## src/rtl/systolic_pkg.sv

```systemverilog
// Shared types and helpers for the systolic-array weight path.
package systolic_pkg;

  typedef enum logic [1:0] {
    IDLE  = 2'd0,
    FETCH = 2'd1,
    DRAIN = 2'd2,
    DONE  = 2'd3
  } wf_state_e;

  localparam int WF_FIFO_DEPTH = 2;

  // Address width for a RAM of the given word count (never zero).
  function automatic int addr_w(input int words);
    return (words > 1) ? $clog2(words) : 1;
  endfunction

endpackage

```

## src/rtl/weight_skid_fifo.sv

```systemverilog
// Two-entry registered FIFO between the weight RAM and the systolic array.
module weight_skid_fifo #(
  parameter int width = 32
) (
  input  logic             clk_i,
  input  logic             rst_i,
  input  logic             push_i,
  input  logic [width-1:0] data_i,
  input  logic             pop_i,
  output logic [width-1:0] data_o,
  output logic             valid_o,
  output logic [1:0]       count_o
);

  logic [1:0][width-1:0] mem_q;
  logic                  wr_ptr_q, rd_ptr_q;
  logic [1:0]            count_q, count_d;
  logic                  do_push, do_pop;

  assign do_pop  = pop_i && (count_q != 2'd0);
  assign do_push = push_i && (count_q != 2'd2);

  always_comb begin
    count_d = count_q;
    if (do_push && !do_pop)      count_d = count_q + 2'd1;
    else if (!do_push && do_pop) count_d = count_q - 2'd1;
  end

  always_ff @(posedge clk_i) begin
    if (rst_i) begin
      wr_ptr_q <= 1'b0;
      rd_ptr_q <= 1'b0;
      count_q  <= 2'd0;
    end else begin
      if (do_push) wr_ptr_q <= ~wr_ptr_q;
      if (do_pop)  rd_ptr_q <= ~rd_ptr_q;
      count_q <= count_d;
    end
  end

  // Storage needs no reset; count_q alone decides what is visible.
  always_ff @(posedge clk_i) begin
    if (do_push) mem_q[wr_ptr_q] <= data_i;
  end

  assign data_o  = mem_q[rd_ptr_q];
  assign valid_o = (count_q != 2'd0);
  assign count_o = count_q;

endmodule

```

## src/rtl/weight_fetch.sv

```systemverilog
// Streams a contiguous (wrapping) range of weight RAM words to the systolic array.
// Optional backpressure counter enabled by defining WEIGHT_FETCH_STALL_CNT_EN.
module weight_fetch
  import systolic_pkg::*;
#(
  parameter  int width = 32,
  parameter  int depth = 256,
  localparam int AW    = addr_w(depth)
) (
  input  logic             clk_i,
  input  logic             rst_i,
  input  logic             start_i,
  input  logic [AW-1:0]    base_addr_i,
  input  logic [AW:0]      len_i,
  output logic [AW-1:0]    ram_addr_rd_o,
  output logic             ram_rd_en_o,
  input  logic [width-1:0] ram_data_i,
  output logic [width-1:0] w_data_o,
  output logic             w_valid_o,
  input  logic             w_ready_i,
  output logic             w_last_o,
  output logic             busy_o,
  output logic             done_o,
  output logic [15:0]      stall_cnt_o
);

  wf_state_e     state_q, state_d;
  logic [AW-1:0] addr_q, addr_d, addr_inc;
  logic [AW:0]   rd_rem_q, rd_rem_d;
  logic [AW:0]   out_rem_q, out_rem_d;
  logic          inflight_q;

  logic [1:0]    fifo_cnt;
  logic          fifo_valid;
  logic [width-1:0] fifo_data;
  logic          pop, issue;
  logic [2:0]    credit;

  assign pop = fifo_valid && w_ready_i;

  // A slot freed by this cycle's pop is usable: the read lands two edges later.
  assign credit = 3'd2 - {1'b0, fifo_cnt} + {2'b0, pop};
  assign issue  = (state_q == FETCH) && (credit > {2'b0, inflight_q});

  assign addr_inc = (addr_q == AW'(depth - 1)) ? '0 : addr_q + AW'(1);

  always_comb begin
    state_d   = state_q;
    addr_d    = addr_q;
    rd_rem_d  = rd_rem_q;
    out_rem_d = out_rem_q;
    if (pop) out_rem_d = out_rem_q - (AW+1)'(1);
    case (state_q)
      IDLE: begin
        if (start_i) begin
          addr_d    = base_addr_i;
          rd_rem_d  = len_i;
          out_rem_d = len_i;
          state_d   = (len_i == '0) ? DONE : FETCH;
        end
      end
      FETCH: begin
        if (issue) begin
          addr_d   = addr_inc;
          rd_rem_d = rd_rem_q - (AW+1)'(1);
          if (rd_rem_q == (AW+1)'(1)) state_d = DRAIN;
        end
      end
      DRAIN: begin
        if (pop && out_rem_q == (AW+1)'(1)) state_d = DONE;
      end
      DONE:    state_d = IDLE;
      default: state_d = IDLE;
    endcase
  end

  always_ff @(posedge clk_i) begin
    if (rst_i) begin
      state_q    <= IDLE;
      addr_q     <= '0;
      rd_rem_q   <= '0;
      out_rem_q  <= '0;
      inflight_q <= 1'b0;
    end else begin
      state_q    <= state_d;
      addr_q     <= addr_d;
      rd_rem_q   <= rd_rem_d;
      out_rem_q  <= out_rem_d;
      inflight_q <= issue;
    end
  end

  weight_skid_fifo #(.width(width)) u_fifo (
    .clk_i   (clk_i),
    .rst_i   (rst_i),
    .push_i  (inflight_q),
    .data_i  (ram_data_i),
    .pop_i   (pop),
    .data_o  (fifo_data),
    .valid_o (fifo_valid),
    .count_o (fifo_cnt)
  );

  assign ram_addr_rd_o = addr_q;
  assign ram_rd_en_o   = issue;
  assign w_data_o      = fifo_data;
  assign w_valid_o     = fifo_valid;
  assign w_last_o      = fifo_valid && (out_rem_q == (AW+1)'(1));
  assign busy_o        = (state_q != IDLE);
  assign done_o        = (state_q == DONE);

`ifdef WEIGHT_FETCH_STALL_CNT_EN
  logic [15:0] stall_q, stall_d;

  always_comb begin
    stall_d = stall_q;
    if (state_q == IDLE && start_i)
      stall_d = '0;
    else if (fifo_valid && !w_ready_i && stall_q != 16'hFFFF)
      stall_d = stall_q + 16'd1;
  end

  always_ff @(posedge clk_i) begin
    if (rst_i) stall_q <= '0;
    else       stall_q <= stall_d;
  end

  assign stall_cnt_o = stall_q;
`else
  assign stall_cnt_o = '0;
`endif

endmodule
```

## config.mk

```make
export PLATFORM = sky130hd
export DESIGN_NAME = weight_fetch
export DESIGN_NICKNAME = d
export VERILOG_FILES = /design/src/rtl/systolic_pkg.sv /design/src/rtl/weight_skid_fifo.sv /design/src/rtl/weight_fetch.sv
export SDC_FILE = /design/constraint.sdc
export NUM_CORES = 1
export LEC_CHECK = 0
export ABC_AREA = 1
export CAP_MARGIN = 30
export CORE_UTILIZATION = 50
export CTS_CLUSTER_DIAMETER = 200
export DETAILED_ROUTE_END_ITERATION = 6
export PLACE_DENSITY = 0.81
export SYNTH_ARGS = -nofsm -noshare
export SYNTH_HDL_FRONTEND = slang
export SYNTH_SLANG_ARGS = --single-unit
```

## constraint.sdc

```tcl
create_clock -name clk_i -period 3.4 [get_ports clk_i]
set_clock_uncertainty 0.1 [all_clocks]
set_input_delay 0.68 -clock clk_i [delete_from_list [all_inputs] [get_ports clk_i]]
set_output_delay 0.68 -clock clk_i [all_outputs]
set_load 0.02 [all_outputs]
```

==> reports/results.ini <==
[critical_path]
worstSetupStartpointType=primary input
required_ns=2.62
cp.arrival_ns=2.51
r2r_cells=13
worstReg2RegStart=u_fifo.count_o[0]
r2r_setup_slack_ns=0.94
r2r-end=rd_rem_q[0]
cp_max_fo=2
crit_path_end_kind=primary output
critPathKind=primary input to primary output

[route]
dr.pass1.iters=4
drtIter0Drc=152
routed_wl_um=10160
drt-wirelength-per-cell_um=13.47
drc=0
ant_nets=0
num_vias=3857
vias_per_cell=5.115

[final_layout]
fin_nets=708
drive_above_1_share_pct=5.573
n_antenna_cell=0
n_fill_cell=711
syn2layout_area_growth_pct=25.86
final_util_pct=66.09

[clock_tree]
postCtsResizedCells=1
cts_tree=yes
path_clk_slew_ns=0.10
ctsHtreeMaxLevel=3
cts-root-buf=clkbuf_8
cts.sinks=97
ctsHoldBuffers=0
cts_buffers=9
postCtsSetupBuffers=0
worst_skew_pair.late_latency_ns=0.35
clock_tree.buffer_depth=2

[die]
rows=34
ios=114
fp.coreArea_sq_um=8891
dieArea_sq_um=9727
fp.dieW_um=98.63
initial_core_util_pct=52.50
die_h_um=98.63

[timing]
period_share_pct=96.81
rsz0062_at_grt=no
whs_ns=0.3956
tns_ns=0
tightest_slew_ns=0.9103
hold_viol=0
max_slew_margin_pct=39.17
maxSlewViolCount=0
fmax_mhz=303.8
finalCriticalPeriod_ns=3.292
setup_viol=0

[run_status]
status=completed

[global_route]
grt_util_all_layers_pct=21.49
grt_first_pass_wirelength_um=16700
grt_antenna_before_repair=0
grt_max_degree=34
grt-ovfl-total=0
grt_pass1_vias=3668

[yosys]
ys_warn_count=0
seq_area_frac_synth_pct=55.32
syn_avg_cell_area_sq_um=8.566
postSynthCellCount=545
netlist_top_cells_area=edfxtp_1, nand2_1, dfxtp_1
yosysTopAreaCell=edfxtp_1
ys_ff_latch=97
netlist.area_leader.share_pct=41.17
syn_area_sq_um=4668
post_synth_num_cell_types=34

[worst_hold_path]
min_path_cells=2
hp-start=rd_rem_q[7]
hp-class=register to register
min_to=rd_rem_q[7]

[pwr]
ir_drop_mv=0.4699
p_leak_nw=2.487
powerDensity_nw_per_um2=840.3
power_mw=4.937

[placement]
gp_congestion=0.8402
portBuffers=97
hpwl_um=7315

[job]
maxCapViolCount=0

worst max-delay path, stage by stage:
cell and delay, ns:
clkdlybuf4s50_1 0.45, inv_1 0.06, nor2_4 0.10, inv_1 0.06, ha_1 0.27, ha_1 0.27, nand3_1 0.08, nand2_1 0.09
nor2_1 0.10, dlygate4sd2_1 0.34
state kept, by name, summed over array words and instances (netlist names):
signal and cells:
u_fifo.mem_q 64, state_q 2, u_fifo.count_o 2, u_fifo.wr_ptr_q 1, ram_addr_rd_o 8, out_rem_q 9, u_fifo.rd_ptr_q 1, rd_rem_q 9
inflight_q 1
layer usage:
layer  up-vias  part of all wire, %  track usage, %
met3        17                  7.3           3.191
met5         -                    0               0
met1      1755                   42           27.48
met4         0                  1.5           8.266
met2       161                   49           37.05
li1       1924                    -               -
cell usage in the layout (no fill, tap or decap), types with 2 or more instances in the layout:
cell type and n:
a21oi_1 19, a31oi_1 2, buf_4 7, clkbuf_8 9
clkdlybuf4s50_1 96, clkinv_4 3, conb_1 16, dfxtp_1 33
edfxtp_1 64, ha_1 14, inv_1 44, inv_2 3
nand2_1 177, nand2_2 2, nand3_1 22, nand3b_1 2
nand4_1 7, nor2_1 70, nor2_2 2, nor2_4 3
nor3_1 2, o21ai_0 25, o21ai_1 8, xor2_1 2
metrics by stage:
step / instance area, sq um / instances / setup WS (ns)
finish: 5876 / 754 / 0.1085
floorplan: 4725 / 560 / 0.6082
CTS: 5876 / 754 / 0.09109
detailed placement: 5687 / 738 / -0.1733
global placement: 5687 / 738 / -0.1530
global route: 5876 / 754 / 0.002664
cells in the mapped netlist:
library cell,number
nor2_1,72
buf_1,1
xnor2_1,1
nor2_4,1
conb_1,1
o31ai_1,1
inv_1,44
nand3b_1,2
o211ai_1,1
buf_4,17
clkbuf_1,10
nand3_1,22
a21oi_1,19
nand3_4,1
edfxtp_1,64
dfxtp_1,33
nor2_2,2
nand2_2,2
inv_4,1
buf_2,4
nor4_1,1
nand2_1,177
a21boi_0,1
ha_1,14
a21oi_2,1
xor2_1,2
inv_2,3
o21ai_1,8
a31oi_1,2
o21ai_0,25
or2_4,1
nor3_1,2
buf_6,2
nand4_1,7
cell type report:
class,count,area [sq um],share of cell area (%)
clock buffers,10,127.6,2.172
clock inverters,6,62.56,1.065
inverters,48,182.7,3.109
multi-input cells,381,1763,30.00
flip-flops and latches,97,2582,43.95
well taps,108,135.1,2.300
repair buffers,104,1022,17.40
power by group:
part / switching (mW) / leakage, nW / internal, mW
sequential: 0.208 / 0.852 / 1.53
combinational: 1.52 / 1.54 / 0.976
clock: 0.418 / 0.0957 / 0.284
total: 2.15 / 2.49 / 2.79
cell families after synthesis:
logic type               share of synthesized area (%)
AO/OA/AOI/OAI                                    6.513
AND/OR/NAND/NOR                                  25.33
adder cells (fa/ha/maj)                          3.752
flip-flops                                       55.32
XOR/XNOR                                        0.5630
buffers and inverters                            8.443
other                                          0.08033
how the worst max path moves through the flow:
stage                     slack (ns)  cells past startpoint      start          end
after floorplan                 0.61                      8  w_ready_i  ram_rd_en_o
after global placement         -0.15                     10  w_ready_i  ram_rd_en_o
after detailed placement       -0.17                     10  w_ready_i  ram_rd_en_o
after CTS                       0.09                     10  w_ready_i  ram_rd_en_o
after global routing           0.003                     10  w_ready_i  ram_rd_en_o
final                           0.11                     10  w_ready_i  ram_rd_en_o
Note: power is estimated with default switching activity, not from simulation.
